File: src/rtl/pic_pkg.sv
// Shared definitions for the picture-window reader: geometry defaults, FSM states, x type.
// Latency: none (declarations only).
// Backpressure: not applicable.
package pic_pkg;

  localparam int PIC_H_RES = 640;
  localparam int PIC_V_RES = 480;
  localparam int PIC_WIN_W = 128;

  // Horizontal pixel coordinate of the window left edge.
  typedef logic [9:0] pic_x_t;

  typedef enum logic [1:0] {
    S_IDLE      = 2'd0,
    S_WAIT_LINE = 2'd1,
    S_REQ       = 2'd2,
    S_NEXT      = 2'd3
  } pic_state_e;

endpackage

File: src/rtl/pic_x_slew.sv
// Clamps the requested window edge to the frame and latches it (optionally slewed) at frame start.
// Latency: x_cur_o updates one cycle after en_i; PICWIN_SLEW_EN limits each step to SLEW_STEP.
// Backpressure: none; en_i is a single-cycle strobe and is always accepted.
module pic_x_slew
  import pic_pkg::*;
#(
  parameter int H_RES     = PIC_H_RES,
  parameter int WIN_W     = PIC_WIN_W,
  parameter int SLEW_STEP = 8
) (
  input  logic   clk,
  input  logic   rst_n,
  input  logic   en_i,
  input  pic_x_t xaddr_i,
  output pic_x_t x_cur_o
);

  // Right-most legal left edge: the whole window must stay inside the line.
  localparam pic_x_t X_MAX = pic_x_t'(H_RES - WIN_W);

  pic_x_t tgt;
  pic_x_t x_q;
  pic_x_t x_d;

`ifdef PICWIN_SLEW_EN
  localparam pic_x_t STEP = pic_x_t'(SLEW_STEP);
  pic_x_t diff;

  // Clamp, then move at most STEP toward the target at each frame start.
  always_comb begin
    tgt  = (xaddr_i > X_MAX) ? X_MAX : xaddr_i;
    x_d  = x_q;
    diff = '0;
    if (en_i) begin
      if (tgt >= x_q) begin
        diff = tgt - x_q;
        x_d  = x_q + ((diff > STEP) ? STEP : diff);
      end else begin
        diff = x_q - tgt;
        x_d  = x_q - ((diff > STEP) ? STEP : diff);
      end
    end
  end
`else
  // Clamp and jump straight to the target at each frame start.
  always_comb begin
    tgt = (xaddr_i > X_MAX) ? X_MAX : xaddr_i;
    x_d = en_i ? tgt : x_q;
  end
`endif

  // Window edge register; only changes on frame start so a frame never tears.
  always_ff @(posedge clk or negedge rst_n) begin
    if (!rst_n) begin
      x_q <= '0;
    end else begin
      x_q <= x_d;
    end
  end

  assign x_cur_o = x_q;

endmodule

File: src/rtl/pic_window_reader.sv
// Turns the per-frame window edge into per-line SDRAM burst read requests (WIN_W/BURST bursts per line).
// Latency: line_start -> rd_req one cycle; ack -> next rd_req two cycles; final ack -> frame_done next cycle.
// Backpressure: rd_req/rd_addr are held until rd_ack; slow acks cost line slots (flagged by sticky overrun). Option macro: PICWIN_SLEW_EN.
module pic_window_reader
  import pic_pkg::*;
#(
  parameter int H_RES     = PIC_H_RES,
  parameter int V_RES     = PIC_V_RES,
  parameter int WIN_W     = PIC_WIN_W,
  parameter int BURST     = 32,
  parameter int AW        = 23,
  parameter int BASE_ADDR = 0,
  parameter int SLEW_STEP = 8
) (
  input  logic          clk,
  input  logic          rst_n,
  input  logic [9:0]    Xaddr,
  input  logic          frame_start,
  input  logic          line_start,
  output logic          rd_req,
  output logic [AW-1:0] rd_addr,
  input  logic          rd_ack,
  output logic [9:0]    x_cur,
  output logic          busy,
  output logic          frame_done,
  output logic          overrun
);

  localparam int            NB         = WIN_W / BURST;
  localparam int            KW         = (NB > 1) ? $clog2(NB) : 1;
  localparam logic [KW-1:0] K_LAST     = KW'(NB - 1);
  localparam logic [9:0]    LINE_LAST  = 10'(V_RES - 1);
  localparam logic [AW-1:0] BASE       = AW'(BASE_ADDR);
  localparam logic [AW-1:0] ROW_STRIDE = AW'(H_RES);
  localparam logic [AW-1:0] BURST_A    = AW'(BURST);

  pic_state_e    state_q, state_d;
  logic [KW-1:0] k_q, k_d;
  logic [9:0]    line_q, line_d;
  logic [AW-1:0] row_base_q, row_base_d;
  logic          rd_req_q, rd_req_d;
  logic [AW-1:0] rd_addr_q, rd_addr_d;
  logic          frame_done_q, frame_done_d;
  logic          overrun_q, overrun_d;
  logic          restart_q, restart_d;
  logic          busy_q;
  logic          restart_now;
  logic          ack;
  logic [AW-1:0] burst_addr;
  pic_x_t        x_cur_w;

  pic_x_slew #(
    .H_RES     (H_RES),
    .WIN_W     (WIN_W),
    .SLEW_STEP (SLEW_STEP)
  ) u_x_slew (
    .clk     (clk),
    .rst_n   (rst_n),
    .en_i    (frame_start),
    .xaddr_i (Xaddr),
    .x_cur_o (x_cur_w)
  );

  assign ack        = rd_req_q & rd_ack;
  // Constant multiply by BURST; wraps modulo 2^AW like every other address sum.
  assign burst_addr = row_base_q + AW'(x_cur_w) + (AW'(k_q) * BURST_A);

  // Next-state, counters and registered-output values for the line/burst sequencer.
  always_comb begin
    state_d      = state_q;
    k_d          = k_q;
    line_d       = line_q;
    row_base_d   = row_base_q;
    rd_req_d     = 1'b0;
    rd_addr_d    = rd_addr_q;
    frame_done_d = 1'b0;
    overrun_d    = overrun_q;
    restart_d    = restart_q;
    restart_now  = 1'b0;

    // A line slot that arrives while the previous line is still fetching is lost.
    if (line_start && !frame_start && (state_q == S_REQ || state_q == S_NEXT)) begin
      overrun_d = 1'b1;
    end
    if (frame_start) begin
      overrun_d = 1'b0;
    end

    case (state_q)
      S_IDLE: begin
        if (frame_start) restart_now = 1'b1;
      end
      S_WAIT_LINE: begin
        if (frame_start) begin
          restart_now = 1'b1;
        end else if (line_start) begin
          state_d   = S_REQ;
          rd_req_d  = 1'b1;
          rd_addr_d = burst_addr;
        end
      end
      S_REQ: begin
        // Never withdraw an un-acked request; a frame restart waits for the ack.
        rd_req_d = 1'b1;
        if (frame_start) restart_d = 1'b1;
        if (ack) begin
          rd_req_d = 1'b0;
          if (restart_q || frame_start) begin
            restart_now = 1'b1;
          end else if (k_q == K_LAST) begin
            k_d        = '0;
            row_base_d = row_base_q + ROW_STRIDE;
            line_d     = line_q + 10'd1;
            if (line_q == LINE_LAST) begin
              // Skip the gap cycle so frame_done coincides with the return to idle.
              state_d      = S_IDLE;
              frame_done_d = 1'b1;
            end else begin
              state_d = S_NEXT;
            end
          end else begin
            k_d     = k_q + KW'(1);
            state_d = S_NEXT;
          end
        end
      end
      S_NEXT: begin
        if (frame_start) begin
          restart_now = 1'b1;
        end else if (k_q != '0) begin
          state_d   = S_REQ;
          rd_req_d  = 1'b1;
          rd_addr_d = burst_addr;
        end else begin
          state_d = S_WAIT_LINE;
        end
      end
      default: state_d = S_IDLE;
    endcase

    if (restart_now) begin
      state_d    = S_WAIT_LINE;
      k_d        = '0;
      line_d     = '0;
      row_base_d = BASE;
      restart_d  = 1'b0;
    end
  end

  // State, counters and all outputs are registered here.
  always_ff @(posedge clk or negedge rst_n) begin
    if (!rst_n) begin
      state_q      <= S_IDLE;
      k_q          <= '0;
      line_q       <= '0;
      row_base_q   <= BASE;
      rd_req_q     <= 1'b0;
      rd_addr_q    <= '0;
      frame_done_q <= 1'b0;
      overrun_q    <= 1'b0;
      restart_q    <= 1'b0;
      busy_q       <= 1'b0;
    end else begin
      state_q      <= state_d;
      k_q          <= k_d;
      line_q       <= line_d;
      row_base_q   <= row_base_d;
      rd_req_q     <= rd_req_d;
      rd_addr_q    <= rd_addr_d;
      frame_done_q <= frame_done_d;
      overrun_q    <= overrun_d;
      restart_q    <= restart_d;
      busy_q       <= (state_d != S_IDLE);
    end
  end

  assign rd_req     = rd_req_q;
  assign rd_addr    = rd_addr_q;
  assign x_cur      = x_cur_w;
  assign busy       = busy_q;
  assign frame_done = frame_done_q;
  assign overrun    = overrun_q;

endmodule
File: config.mk
export PLATFORM = sky130hd
export DESIGN_NAME = pic_window_reader
export DESIGN_NICKNAME = d
export VERILOG_FILES = /design/src/rtl/pic_pkg.sv /design/src/rtl/pic_x_slew.sv /design/src/rtl/pic_window_reader.sv
export SDC_FILE = /design/constraint.sdc
export NUM_CORES = 1
export LEC_CHECK = 0
export ABC_AREA = 0
export ABC_CLOCK_PERIOD_IN_PS = 2450
export BUFFER_PORTS_ARGS = -buffer_cell sky130_fd_sc_hd__buf_2
export CELL_PAD_IN_SITES_DETAIL_PLACEMENT = 0
export CELL_PAD_IN_SITES_GLOBAL_PLACEMENT = 1
export CORE_ASPECT_RATIO = 1.5
export CORE_MARGIN = 2
export CORE_UTILIZATION = 35
export CTS_CLUSTER_DIAMETER = 60
export DETAILED_ROUTE_END_ITERATION = 10
export PLACE_DENSITY = 0.65
export SYNTH_ARGS = -nofsm -noshare
export SYNTH_HDL_FRONTEND = slang
export SYNTH_HIERARCHICAL = 1
export SYNTH_SLANG_ARGS = --single-unit
File: constraint.sdc
create_clock -name clk -period 2.45 [get_ports clk]
set_clock_uncertainty 0.1 [all_clocks]
set_input_delay 0.3675 -clock clk [delete_from_list [all_inputs] [get_ports clk]]
set_output_delay 0.3675 -clock clk [all_outputs]
set_load 0.05 [all_outputs]
==> impl_results.md <==
* Die area at 0.0117 mm^2
* Synth Area in Adders at 5.29%
* Class of the worst hold path: in -> reg
* Final nets at 485
* Initial antenna violation count at 0
* Final Power at 3050 uW
* Die X-Extent at 88.9 um
* Compound-Gate Fraction of Synth Area at 14.3%
* Pins Over Slew Limit at 0
* Tot GR Track Use at 16.5%
* Final hold vios at 0
* Crit path arrival time at 2490 ps
* Most frequent cells in the layout: dfrtp_1, nand2_1, buf_2
* Final WS setup at 125 ps
* Placed Area at 0.00422 mm^2
* Overflow after GRT at 0
* Crit path kind: reg -> reg
* Initial Utilization at 35.9%
* Most common cell after layout, fill and taps aside: dfrtp_1
* Clock latency on the worst-skew pair at 340 ps
* Avg Vias per Cell at 4.91
* CTS HTree Levels at 3
* Startpoint Class: register
* Avg Cell Area, Syn at 9.66 um^2
* Cell taking the most area after synthesis: dfrtp_1
* Mux share of post-synthesis cell area at 1.72%
* Worst R2R Setup Slack at 130 ps
* Clock Sinks at 68
* Synth area leaders: dfrtp_1, xnor2_1, ha_1
* Static leakage at 0.00208 uW
* Via count at 2962
* Wire per inst at 14.3 um
* Fin area at 0.00455 mm^2
* Post-Synthesis Cells at 392
* Syn Std Cell Area at 0.00378 mm^2
* Fin crit period at 2320 ps
* Largest net degree at the start of global routing at 69
* CTS Root Cell: clkbuf_16
* Core Region at 0.0105 mm^2
* First-pass GRT wire length at 14800 um
* Post-synth EDFFs at 0
* Warnings from Yosys at 6
* Max Fclk at 430 MHz
* Post-Syn Nets at 423
* # diodes at 0
* Share of layout cells above drive strength 1 at 24.0%
* Clock tree from TritonCTS: done
* PwrDens at 671 mW/mm^2
* Final WL at 8600 um
* Fin crit share at 94.9%
* CTS Buffer Depth at 2
* DR top layer: met4
* Post-synthesis cell type count at 51
* # port buffers at 51
* Post-Place Worst Slack at 71.4 ps
* Sequential area share after synthesis at 45.0%
* Inserted Clock Buffers at 9
* Maxcap violations at 0
* Metal3 WL at 217 um
* Final Util at 43.2%
* Required @ worst endpoint at 2610 ps
* Post-DP HPWL at 6220 um
* CTS clk-pin slew, worst paths at 60 ps
* VDD IR max at 0.000384 V
* I/O pin count at 52
* Final setup TNS at 0 ps
* Top FF cell, synth: dfrtp_1
* Crit-path max FO at 9
* #FFs+latches synth at 68
* M1 wire length at 3880 um
* Simple-gate share of the synthesized area at 21.4%
* Initial drt markers at 123
* DRT antenna net count at 0
* Postcts setup bufs at 0
* Synth Area in XOR/XNOR at 6.94%
* Row Count at 46
* DR WL met2 at 4330 um
* Yosys top cell area share at 45.0%
* DIE HEIGHT at 131 um
* Synthesis-to-layout area growth at 20.1%
* CP endpoint kind: register
* Final-report setup violation count at 0
* Outcome: completed
* Gpl congestion at 0.817
* DR DRC count at 0
* Largest family of logic cells by synthesized area: simple AND/OR/NAND/NOR gates
* Detailed Routing Iterations Pass 1 at 4
* Async set or reset register ratio after synthesis at 100%
* Vias in the first global route at 2952
where the power goes:
part	internal, uW	switching [uW]	total [uW]
registers	1190	40.5	1230
clock network	810	484	1290
logic	131	393	523
metrics by stage:
step / instances / hold WS [ps]
2_1_floorplan: 392 / -28.1
4_1_cts: 603 / 124
5_1_grt: 603 / 145
6_report: 603 / 133
3_3_place_gp: 586 / 322
3_5_place_dp: 586 / 325
cells in the mapped netlist (all sizes together) (5+ instances only):
cell / instances
dfrtp: 68
nand2: 53
nor2: 36
o21ai: 34
xnor2: 23
nand3: 19
ha: 16
inv: 15
a21oi: 14
a211oi: 9
nand3b: 9
buf: 8
clkbuf: 8
nand4: 8
a31oi: 7
nor3: 7
xor2: 7
and2: 6
or3: 6
and3: 5
mux2i: 5
logic make-up (layout without fill, tap and decap cells):
family	Yosys count	after routing
AOI/OAI and AO/OA	79	79
xor gates and xnor gates	30	30
adders and majority gates	16	16
buffers and inverters	31	98
DFF	68	68
muxes	6	6
other	1	1
and+or+nand+nor	161	161
area by class of cell:
type	instances	area, um^2
tap	144	180
sequential	68	1710
clock buffer	11	243
fill	1060	5990
inverter	15	56.3
multi-input combinational	293	1920
clock inverter	5	52.6
timing repair buffer	67	394
sequential cells by signal (all words and copies together) (netlist names):
signal and cells:
rd_req 1, state_q 2, u_x_slew/x_cur_o 10, k_q 2, frame_done 1, overrun 1
restart_q 1, busy 1, rd_addr 23, line_q 10, row_base_q 16
worst max-delay path, cell delays in order, from the launching register on:
cell and delay (ps):
dfrtp_1 420, ha_1 300, ha_1 350, nand2_1 90, o21ai_1 200, a221oi_4 120, buf_6 160, or3_1 340
a31oi_1 160
worst paths after layout:
kind,startpoint,depth (start not counted),endpoint
max reg2reg,row_base_q[7]$_DFFE_PN0P_,8,rd_addr[17]$_DFFE_PN0P_
max in group asynchronous,rst_n,3,rd_addr[9]$_DFFE_PN0P_
max,row_base_q[7]$_DFFE_PN0P_,8,rd_addr[17]$_DFFE_PN0P_
min in group asynchronous,rst_n,3,state_q[1]$_DFF_PN0_
min,rd_ack,2,restart_q$_DFFE_PN0P_
min reg2reg,rd_addr[5]$_DFFE_PN0P_,2,rd_addr[5]$_DFFE_PN0P_
what timing repair did:
action | CTS | global route
gates resized for setup | 0 | 5
setup endpoints to repair | 0 | 7
hold endpoints to repair | 68 | 0
hold buffers | 1 | 0
metal layers:
| metal | vias to the layer above | track usage [%] |
|---|---|---|
| met5 | - | 0 |
| li1 | 1503 | - |
| met2 | 29 | 27.4 |
| met1 | 1421 | 20.5 |
| met3 | 9 | 3.08 |
| met4 | 0 | 7.07 |
(Power assumes the default switching activity.)
